**src/rtl/arbitro_rr_param_pkg.sv**
```systemverilog
// Shared types and helpers for the parametrised round-robin arbiter.
package arbitro_pkg;

  typedef enum logic [1:0] {
    IDLE  = 2'd0,
    XFER  = 2'd1,
    DRAIN = 2'd2
  } arb_state_t;

  localparam int CNT_W  = 16;
  localparam int MAX_CH = 16;
  localparam int MAX_DW = 4;

  // Returns {found, idx}: first set bit of req at or after ptr, wrapping at n.
  function automatic logic [MAX_DW:0] rr_pick(input logic [MAX_CH-1:0] req,
                                               input logic [MAX_DW-1:0] ptr,
                                               input int n);
    logic [MAX_DW:0] res;
    logic [MAX_DW:0] idx;
    res = '0;
    for (int k = MAX_CH - 1; k >= 0; k--) begin
      idx = {1'b0, ptr} + (MAX_DW+1)'(k);
      if (idx >= (MAX_DW+1)'(n)) idx = idx - (MAX_DW+1)'(n);
      if (k < n && req[idx[MAX_DW-1:0]]) res = {1'b1, idx[MAX_DW-1:0]};
    end
    return res;
  endfunction

endpackage

```
**src/rtl/arbitro_rr_param_rr_selector.sv**
```systemverilog
// Combinational winner selection: eligible vector plus start pointer to
// one-hot grant and index (fixed priority ignores the pointer).
module rr_selector
  import arbitro_pkg::*;
#(
  parameter int N_CH    = 4,
  parameter int DW      = 2,
  parameter int RR_MODE = 1
) (
  input  logic [N_CH-1:0] elig,
  input  logic [DW-1:0]   ptr,
  output logic            found,
  output logic [DW-1:0]   idx,
  output logic [N_CH-1:0] grant
);

  logic [MAX_CH-1:0] req;
  logic [MAX_DW-1:0] start;
  logic [MAX_DW:0]   pick;

  always_comb begin
    req             = '0;
    req[N_CH-1:0]   = elig;
    start           = '0;
    if (RR_MODE != 0) start[DW-1:0] = ptr;
    pick  = rr_pick(req, start, N_CH);
    found = pick[MAX_DW];
    idx   = DW'(pick[MAX_DW-1:0]);
    grant = '0;
    if (found) grant[idx] = 1'b1;
  end

endmodule

```
**src/rtl/arbitro_rr_param.sv**
```systemverilog
// N_CH-channel FIFO-to-FIFO arbiter: pop one cycle after grant, push one after.
// Optional per-channel grant and stall counters when ARB_GRANT_COUNT_EN is defined.
module arbitro_rr_param
  import arbitro_pkg::*;
#(
  parameter int N_CH         = 4,
  parameter int DW           = $clog2(N_CH),
  parameter int RR_MODE      = 1,
  parameter int GLOBAL_PAUSE = 1
) (
  input  logic               clk,
  input  logic               reset_L,
  input  logic               active,
  input  logic [N_CH-1:0]    empty,
  input  logic [N_CH*DW-1:0] head_dest,
  input  logic [N_CH-1:0]    almost_full,
  output logic [N_CH-1:0]    pop,
  output logic [N_CH-1:0]    push,
  output logic [DW-1:0]      dest_sel,
  output logic [DW-1:0]      src_sel,
  output logic [N_CH-1:0]    empties,
  output logic               idle
`ifdef ARB_GRANT_COUNT_EN
  ,
  output logic [N_CH*CNT_W-1:0] grant_cnt,
  output logic [CNT_W-1:0]      stall_cnt
`endif
);

  logic [N_CH-1:0] elig;
  logic [DW-1:0]   d;
  logic            found;
  logic [DW-1:0]   win_idx;
  logic [N_CH-1:0] grant;
  logic [DW-1:0]   ptr;
  logic            vld_p1;
  logic [DW-1:0]   src_p1;
  logic [DW-1:0]   dest_p1;
  arb_state_t      state, state_nxt;

  // Out-of-range destinations (non power-of-two N_CH) are never eligible.
  always_comb begin
    elig = '0;
    d    = '0;
    for (int i = 0; i < N_CH; i++) begin
      d = head_dest[i*DW +: DW];
      if (!empty[i] && active && (int'(d) < N_CH) && !almost_full[d] &&
          !(GLOBAL_PAUSE != 0 && |almost_full))
        elig[i] = 1'b1;
    end
  end

  rr_selector #(
    .N_CH    (N_CH),
    .DW      (DW),
    .RR_MODE (RR_MODE)
  ) u_sel (
    .elig  (elig),
    .ptr   (ptr),
    .found (found),
    .idx   (win_idx),
    .grant (grant)
  );

  always_ff @(posedge clk or negedge reset_L) begin
    if (!reset_L) begin
      pop      <= '0;
      vld_p1   <= 1'b0;
      src_p1   <= '0;
      dest_p1  <= '0;
      push     <= '0;
      dest_sel <= '0;
      src_sel  <= '0;
      empties  <= '1;
      ptr      <= '0;
      state    <= IDLE;
    end else begin
      // stage 1: pop the winner, capture the destination its head word named
      pop     <= grant;
      vld_p1  <= found;
      src_p1  <= win_idx;
      dest_p1 <= head_dest[win_idx*DW +: DW];
      // stage 2: push lands once the FIFO read data is available
      push     <= {{(N_CH-1){1'b0}}, vld_p1} << dest_p1;
      dest_sel <= vld_p1 ? dest_p1 : '0;
      src_sel  <= vld_p1 ? src_p1 : '0;
      empties  <= empty;
      if (found) ptr <= (win_idx == DW'(N_CH - 1)) ? '0 : win_idx + 1'b1;
      state <= state_nxt;
    end
  end

  always_comb begin
    state_nxt = state;
    case (state)
      IDLE:    if (found) state_nxt = XFER;
      XFER:    if (!found) state_nxt = vld_p1 ? DRAIN : IDLE;
      DRAIN:   state_nxt = found ? XFER : IDLE;
      default: state_nxt = IDLE;
    endcase
  end

  assign idle = (state == IDLE) && (pop == '0) && (push == '0);

`ifdef ARB_GRANT_COUNT_EN
  function automatic logic [CNT_W-1:0] sat_inc(input logic [CNT_W-1:0] v);
    return (&v) ? v : v + 1'b1;
  endfunction

  always_ff @(posedge clk or negedge reset_L) begin
    if (!reset_L) begin
      grant_cnt <= '0;
      stall_cnt <= '0;
    end else begin
      for (int i = 0; i < N_CH; i++)
        if (pop[i]) grant_cnt[i*CNT_W +: CNT_W] <= sat_inc(grant_cnt[i*CNT_W +: CNT_W]);
      if (|(~empty) && !found) stall_cnt <= sat_inc(stall_cnt);
    end
  end
`endif

endmodule

```
**config.mk**
```make
export PLATFORM = sky130hd
export DESIGN_NAME = arbitro_rr_param
export DESIGN_NICKNAME = d
export VERILOG_FILES = /design/src/rtl/arbitro_rr_param_pkg.sv /design/src/rtl/arbitro_rr_param_rr_selector.sv /design/src/rtl/arbitro_rr_param.sv
export SDC_FILE = /design/constraint.sdc
export NUM_CORES = 1
export LEC_CHECK = 0
export ABC_AREA = 1
export CAP_MARGIN = 20
export CORE_MARGIN = 3
export CORE_UTILIZATION = 45
export CTS_CLUSTER_DIAMETER = 40
export CTS_CLUSTER_SIZE = 14
export DETAILED_ROUTE_END_ITERATION = 10
export GPL_ROUTABILITY_DRIVEN = 0
export PLACE_DENSITY = 0.89
export REMOVE_ABC_BUFFERS = 1
export SYNTH_ARGS = -nofsm -noshare
export SYNTH_HDL_FRONTEND = slang
export SYNTH_SLANG_ARGS = --single-unit
```
**constraint.sdc**
```tcl
create_clock -name clk -period 2.41 [get_ports clk]
set_clock_uncertainty 0.1 [all_clocks]
set_input_delay 0.723 -clock clk [delete_from_list [all_inputs] [get_ports clk]]
set_output_delay 0.723 -clock clk [all_outputs]
set_load 0.02 [all_outputs]
```
==> flow_summary.ini <==
[cells_and_area]
drive_gt1_share_pct = 24.0
num_antenna_cells = 0
regArea_sq_um = 632
synthToLayoutAreaGrowth_pct = 47.7
nets = 220
multi_input_area_sq_um = 557
fillers = 184
instances_no_fill = 226
utilization_pct = 71.3

[setup_path]
crit_path_end_kind = primary output
arrival_ns = 1.50
rr_worst_depth = 12
crit_chain = nor4_1, and3_1, dlygate4sd2_1
critical_path_class = flip-flop to primary output
crit_fanout = 2
r2r-start = ptr[0]$_DFFE_PN0P_
cp-start-kind = flip-flop
critPathBufInv = 1
cpLargestDelayFamily = simple AND/OR/NAND/NOR gates
reg2reg_slack_ns = 0.30
required_ns = 1.59
critical-path-slowest-cell = dfrtp_1
max_stage_delay_ns = 0.42
r2r_end = ptr[1]$_DFFE_PN0P_

[detailed_routing]
routed_wl_um = 2610
vias = 1111
drc_errors = 0
ant_nets = 0
via_per_inst = 4.92
wl_per_cell_um = 11.6
drtIter0Drc = 32
dr.pass1.iters = 4

[floorplanning]
placementRows = 18
ioPinCount = 36
die_area_sq_mm = 0.00339
die_y_um = 58.3
die_w_um = 58.3
initial_core_util_pct = 48.3
core_sq_mm = 0.00254

[timing]
worstMarginPinSlew_ns = 0.293
min_period_ns = 2.32
fmax_ghz = 0.431
maxSlewViolCount = 0
hold_violations = 0
setup_slack_ns = 0.0899
setup_violations = 0
slew_headroom_pct = 80.5
rsz0062_at_grt = no
min_period_over_period_pct = 96.3

[clock_network]
h-tree-depth = 1
cts.sinks = 25
cts_tree = done
clockRootBuffer = clkbuf_4
clkLatencyLatePin_ns = 0.32
clockBufferDepth = 2
post_cts_buffers = 0
cts_buffers = 3
clkTransAtPathRegs_ns = 0.14

[hold_path]
hold_class = flip-flop to flip-flop
hold_path.startpoint = src_p1[0]$_DFF_PN0_
hold_depth = 2
whs_endpoint = src_sel[0]$_DFF_PN0_

[placed_design]
dp_slack_ns = -0.333
dpl.hpwl_um = 2010
dp_cells = 222
port_buffers = 35

[power_and_ir_drop]
power_density_mw_per_mm2 = 1370
power_mw = 2.49
ir_drop_v = 0.000960
p_leak_nw = 1.00

[synth]
yosysWarningCount = 0
synth_top_area_share_pct = 42.8
synth_xor_area_share_pct = 0
synthSimpleGateAreaFrac_pct = 34.4
synth_top_family_by_area = simple AND/OR/NAND/NOR gates
syn_inst = 147
yosys.area.top_type = dfrtp_1
synth.ff_latch_count = 25
ys_top_cells_by_area = dfrtp_1, nand2_1, dfstp_2
synth_compound_area_share_pct = 1.32
muxShareOfSynthArea_pct = 0
ys_types = 21
syn_area_sq_mm = 0.00123
yosysSeqAreaShare_pct = 51.3
syn_area_per_cell_sq_um = 8.36
yosys.area_share.adder_pct = 4.07

[grt]
first_global_vias = 1033
grt_overflow = 0
grt_pass1_wl_um = 4280
antenna_found_initial = 0
grt_max_degree = 26
grtUsageTotal_pct = 16.4

[job]
drv_cap = 0

[status]
outcome = complete, no violations
==> flip-flops by register name, indices dropped and copies added, names as in the netlist <==
| register | flops |
|---|---|
| pop | 4 |
| src_p1 | 2 |
| empties | 4 |
| push | 4 |
| ptr | 2 |
| src_sel | 2 |
| state | 2 |
| dest_p1 | 2 |
| vld_p1 | 1 |
| dest_sel | 2 |
==> routing by layer <==
metal	vias up	track usage, %	wire, um	share of wire [%]
li1	559	-	-	-
met4	0	8.94	55	2.1
met1	509	19.8	1050	40
met3	5	2.23	148	5.7
met2	38	28.1	1360	52
met5	-	0	0	0
==> stage by stage <==
step                cell area, sq um  setup TNS, ns  hold slack, ns
finish                          1810              0           0.354
global route                    1810              0           0.387
CTS                             1720              0           0.357
detailed placement              1690          -2.17           0.324
global placement                1690          -1.16           0.316
floorplan                       1230              0           0.313
==> worst register-to-register path, cell delays in order (launching register included) <==
cell and delay (ns):
dfrtp_2 0.50, inv_2 0.11, ha_1 0.38, inv_1 0.09, nand3_1 0.08, nand2_1 0.05
nand3_1 0.07, nand2_1 0.06, nand2_2 0.06, clkinv_1 0.08, ha_1 0.29, nand2_1 0.06
o21ai_0 0.08
==> layout by cell type (no fill, tap or decap) <==
cell	count
nor2_1	10
nand3_2	6
nor2_4	6
inv_2	2
nand2_2	9
ha_1	4
buf_4	10
clkdlybuf4s50_1	25
and3_1	1
inv_4	1
o21ai_0	1
dlygate4sd2_1	1
nand3_1	17
inv_1	25
o22ai_1	1
dfstp_2	4
nand2_4	1
nand4_1	4
nand3b_2	1
clkinvlp_4	1
nor3_1	1
clkbuf_4	3
dfrtp_1	20
dlymetal6s2s_1	9
dfrtp_2	1
clkinv_1	1
a21oi_1	1
nand2_1	25
nor2_2	2
nor4_1	3
==> cell type report <==
cell class	instances	area share [%]
Sequential cell	25	34.8
Multi-Input combinational cell	93	30.7
Timing Repair Buffer	45	24.6
Inverter	29	6.14
Tap cell	30	2.07
Clock buffer	3	1.24
Clock inverter	1	0.414
==> cells in the mapped netlist <==
cell type and count:
nand2_1 30, inv_1 27, dfrtp_1 21, nand3_1 21
nor2_1 16, dfstp_2 4, ha_1 4, nand2_2 4
nand4_1 4, nor4_1 3, nand3_2 2, nor2_4 2
a21oi_1 1, and3_1 1, clkinv_1 1, inv_2 1
nand2_4 1, nand3b_2 1, nor3_1 1, o21ai_0 1
o22ai_1 1
==> power breakdown <==
group | leakage (nW) | internal (mW) | total (mW) | switching [mW]
registers | 0.307 | 0.600 | 0.711 | 0.112
clock network | 0.0139 | 0.0635 | 0.189 | 0.125
logic | 0.684 | 0.682 | 1.58 | 0.903
total | 1.00 | 1.34 | 2.49 | 1.14
==> timing repair <==
item                       CTS  global route
setup endpoints to repair    1             8
pin swaps                    0             5
gates resized for setup      1            32
gates cloned                 0             0
hold buffers                 0             0
==> kinds of logic after synthesis <==
kind of cell | count (synthesis)
AND/OR/NAND/NOR | 86
buffers and inverters | 29
flip-flops | 25
adder cells (fa/ha/maj) | 4
AO/OA/AOI/OAI | 3
==> how the worst max path moves through the flow <==
stage | slack [ns] | cells past startpoint | to | from
after CTS | 0.02 | 15 | ptr[1]$_DFFE_PN0P_ | almost_full[2]
final | 0.09 | 3 | idle | pop[0]$_DFF_PN0_
after global placement | -0.21 | 16 | ptr[1]$_DFFE_PN0P_ | active
after detailed placement | -0.33 | 15 | ptr[1]$_DFFE_PN0P_ | almost_full[2]
after global routing | 0.02 | 3 | idle | push[0]$_DFF_PN0_
after floorplan | 0.21 | 15 | ptr[1]$_DFFE_PN0P_ | active
Power figures use the tool's default switching activity.
==> RTL edit 1, RTL diff (same flow settings) <==
The 3 states of `arb_state_t` get a one-hot encoding in 3 bits.
--- a/src/rtl/arbitro_rr_param_pkg.sv
+++ b/src/rtl/arbitro_rr_param_pkg.sv
@@ -3,6 +3,6 @@
 
-  typedef enum logic [1:0] {
-    IDLE  = 2'd0,
-    XFER  = 2'd1,
-    DRAIN = 2'd2
+  typedef enum logic [2:0] {
+    IDLE  = 3'b001,
+    XFER  = 3'b010,
+    DRAIN = 3'b100
   } arb_state_t;
Function: same outputs for any inputs over 10 cycles, from zero or initial values and one cycle with reset_L low; not proved beyond that.
==> RTL edit 1 against the unedited design <==
  * First-iteration DRC count rose by 50%
  * Synthesized area rose by 20%
  * Synthesized cell count rose by 14%
  * Power rose by 40%
  * Cell count rose by 18%
  * Sequential cell count rose by 1
  * Design area rose by 18%
  * Routed wire length rose by 23%
  * Setup slack got worse by 87 ps
  * Critical path type is now input pin to flop
  * Largest power group unchanged
==> RTL edit 1: results (changes against the unedited design) <==
metric,value,unit,change
grt_max_degree,18,,-31%
max_stage_delay,450,ps,+30 ps
numPlacedInstances,263,,+18%
synth_compound_area_share,1.277,%,-0.047 points
grt_pass1_wl,4988,µm,+16%
fillCellCount,227,,+23%
worstPathArrival,2510,ps,+1010 ps
clkSlewWorstSetupHoldPaths,120,ps,-20 ps
synth_warnings,0,,unchanged
synth_adder_area_share,7.660,%,+3.6 points
outcome,finished clean,,
drt_iter0_markers,48,,+50%
crit_path_max_fanout,3,,+1
hpwl,2314,µm,+15%
cpMaxStageDelayCell,clkdlybuf4s50_1,,
hold-path-endpoint,src_sel[1],,
min_from,src_p1[1],,
vias,1247,,+12%
synth_area_per_cell,8.751,µm²,+4.7%
slew_headroom,71.39,%,-9.1 points
synth-edff-count,0,,unchanged
regToRegSetupSlack,180,ps,-120 ps
swShare,46.46,%,+0.57 points
timing.hold.ws,351.3,ps,-2.746 ps
routed_wl,3204,µm,+23%
fin_nets,252,,+15%
post-place-ws,-350.6,ps,-17.86 ps
reg2reg_depth,13,,+1
viasPerCell,4.670,,-5.0%
final_layout_size_suffix_gt1_share,33.63,%,+9.7 points
p_leak,1.110,nW,+11%
yosys-top-cells-count,"inv_1, nand2_1, dfrtp_1, nor2_1, nand3_1",,
yosysSeqAreaShare,44.68,%,-6.6 points
synthTopCellsByArea,"dfrtp_1, dfstp_2, ha_1, inv_1, nand2_1",,
## RTL edit 1: changes by cell type in the layout (fill, tap and decap cells not counted), sizes merged, moves of 5 or more
cell / before / now
buf: 10 / 17
nor2: 18 / 30
ha: 4 / 9
inv: 28 / 33
## RTL edit 1: how the worst max path moves through the flow
stage          startpoint     end  slack (ps)  depth (start not counted)
5_1_grt          state[0]    idle        -140                          7
3_5_place_dp       active  ptr[1]        -350                         15
3_3_place_gp       active  ptr[1]        -290                         15
2_1_floorplan    state[0]    idle         110                          6
6_report         empty[0]  ptr[1]           3                         13
4_1_cts          state[0]    idle         -60                          7
## RTL edit 1: layer usage
metal | GRT usage, % | vias up | share of wire, %
met4 | 10.47 | 0 | 2.4
met5 | 0 | - | 0
met3 | 1.961 | 6 | 2.6
li1 | - | 630 | -
met1 | 15.60 | 589 | 39
met2 | 30.70 | 22 | 56
## RTL edit 1: layout make-up
class	count	area, µm²	share of cell area [%]
flip-flops and latches	26	656.9	30.77
repair buffers	51	488.0	22.86
clock buffers	3	22.52	1.055
clock inverters	1	30.03	1.407
inverters	33	126.4	5.920
multi-input cells	109	755.7	35.40
well taps	44	55.05	2.579
## RTL edit 1: what timing repair did
action / in CTS / in global routing
endpoints found under the hold margin: 0 / 0
pin swaps: 6 / 9
endpoints found under the setup margin: 2 / 7
gates resized for setup: 14 / 21
## RTL edit 1: power groups by stage
stage | clock network (W) | logic, W | registers, W
after floorplan | 0 | 0.00142 | 0.000842
after global placement | 0 | 0.00229 | 0.000718
after detailed placement | 0 | 0.00236 | 0.000727
after CTS | 0.000292 | 0.00240 | 0.000724
after global routing | 0.000307 | 0.00272 | 0.000750
final | 0.000285 | 0.00246 | 0.000725
==> RTL edit 2, RTL diff (same flow settings) <==
Made on the original files. `RR_MODE` is set to 1 in 2 places; all go to 0.
--- a/src/rtl/arbitro_rr_param_rr_selector.sv
+++ b/src/rtl/arbitro_rr_param_rr_selector.sv
@@ -7,3 +7,3 @@
   parameter int DW      = 2,
-  parameter int RR_MODE = 1
+  parameter int RR_MODE = 0
 ) (
--- a/src/rtl/arbitro_rr_param.sv
+++ b/src/rtl/arbitro_rr_param.sv
@@ -7,3 +7,3 @@
   parameter int DW           = $clog2(N_CH),
-  parameter int RR_MODE      = 1,
+  parameter int RR_MODE      = 0,
   parameter int GLOBAL_PAUSE = 1
Function: changed (a bounded check fails within 4 cycles, from zero or initial values and one cycle with reset_L low).
==> RTL edit 2 against the unedited design <==
  * First-iteration DRC count decreased by 81%
  * Design area shrank 24%
  * Sequential cell count shrank 2
  * Setup slack improved by 61 ps
  * Critical path type unchanged
  * Critical endpoint is now empties[0]
  * Routed wire length decreased by 36%
  * Synthesized area decreased by 22%
  * Sequential share of layout area is 7.2 points higher
Power is not compared: it rests on default switching activity, and its combinational part moved more than twofold at a synthesized area within 25%.
==> RTL edit 2: results (changes against the unedited design) <==
metric,value,unit,change
outcome,finished clean,,
grt_pass1_vias,669,,-35%
slew_headroom,82.30,%,+1.8 points
hold_path_depth,2,,unchanged
inv_count,22,,-24%
min_period,2259,ps,-61.06 ps
regToRegSetupSlack,1530,ps,+1230 ps
multi_input_cells,50,,-46%
clock_buffers,3,,unchanged
intPower,0.0005085,W,
timing.rr.start,vld_p1,,
reg2reg_depth,4,,-8
multi_input_area_share,21.56,%,-9.1 points
max_stage_delay,600,ps,+180 ps
nonClkBufAreaFrac,25.91,%,+1.3 points
clock_area_share,1.993,%,+0.34 points
cpMaxStageDelayCell,clkdlybuf4s50_1,,
post-place-ws,158.9,ps,+491.6 ps
fillCellCount,143,,-22%
sh_seq_area,42.03,%,+7.2 points
crit_path_max_fanout,1,,-1
place_area,1348,µm²,-20%
clock_latency,290,ps,-30 ps
hpwl,1395,µm,-31%
grt_pass1_wl,2691,µm,-37%
timing.hold.ws,347.3,ps,-6.676 ps
cts_max_path_buffers,2,,unchanged
yosys-top-cells-count,"dfrtp_1, inv_1, nand2_1, nand3_1, nor2_1",,
total_power,0.0006582,W,
fin_nets,155,,-30%
min_from,src_p1[1],,
yosysSeqAreaShare,60.73,%,+9.4 points
cts_sinks,23,,-8.0%
synth_cell_types,19,,-9.5%
synth_warnings,0,,unchanged
hold-path-endpoint,src_sel[1],,
wl_per_cell,10.32,µm,-11%
grt.met3_usage,2.006,%,-0.22 points
use_met1,14.95,%,-4.8 points
use_met2,24.27,%,-3.8 points
regArea,580.6,µm²,-8.1%
drt_iter0_markers,6,,-81%
viasPerCell,4.481,,-8.8%
synth_area_per_cell,10.06,µm²,+20%
final_layout_size_suffix_gt1_share,19.26,%,-4.7 points
instances_no_fill,162,,-28%
clkSlewWorstSetupHoldPaths,110,ps,-30 ps
synthTopCellsByArea,"dfrtp_1, dfstp_2, inv_1, nand2_1, nor2_4",,
grt_max_degree,24,,-7.7%
post_synth_instance_area,955.9,µm²,-22%
antenna_cells,0,,unchanged
n_all_buffers,36,,-20%
reg2reg_to,state[1],,
track_usage,13.96,%,-2.4 points
cpLargestDelayFamily,buffers and inverters,,
[RTL edit 2: changes by cell type after synthesis, moves of 2 or more]
cell	change
nand3_1	-14
nor2_1	-10
ha_1	-4
nor2_4	+2
nand4_1	-4
dfrtp_1	-2
nor2_2	+2
nand2_2	-2
nand2_1	-14
inv_1	-8
[RTL edit 2: cells by family after synthesis]
kind of cell	Yosys count	share of synthesized area, %
buf+inv	22	8.770
flops	23	60.73
compound gates	4	3.535
simple gates	46	26.96
[RTL edit 2: worst max-delay path by stage]
| stage | to | cells past startpoint | from |
|---|---|---|---|
| 2_1_floorplan | idle | 2 | pop[1] |
| 3_3_place_gp | idle | 3 | push[1] |
| 3_5_place_dp | idle | 3 | push[1] |
| 4_1_cts | idle | 3 | push[1] |
| 5_1_grt | idle | 3 | pop[1] |
| 6_report | empties[0] | 1 | empties[0] |
[RTL edit 2: layer usage]
metal / vias up / wire (µm)
met1: 325 / 633
met2: 26 / 922
met3: 2 / 88
met5: - / 0
li1: 373 / -
met4: 0 / 27
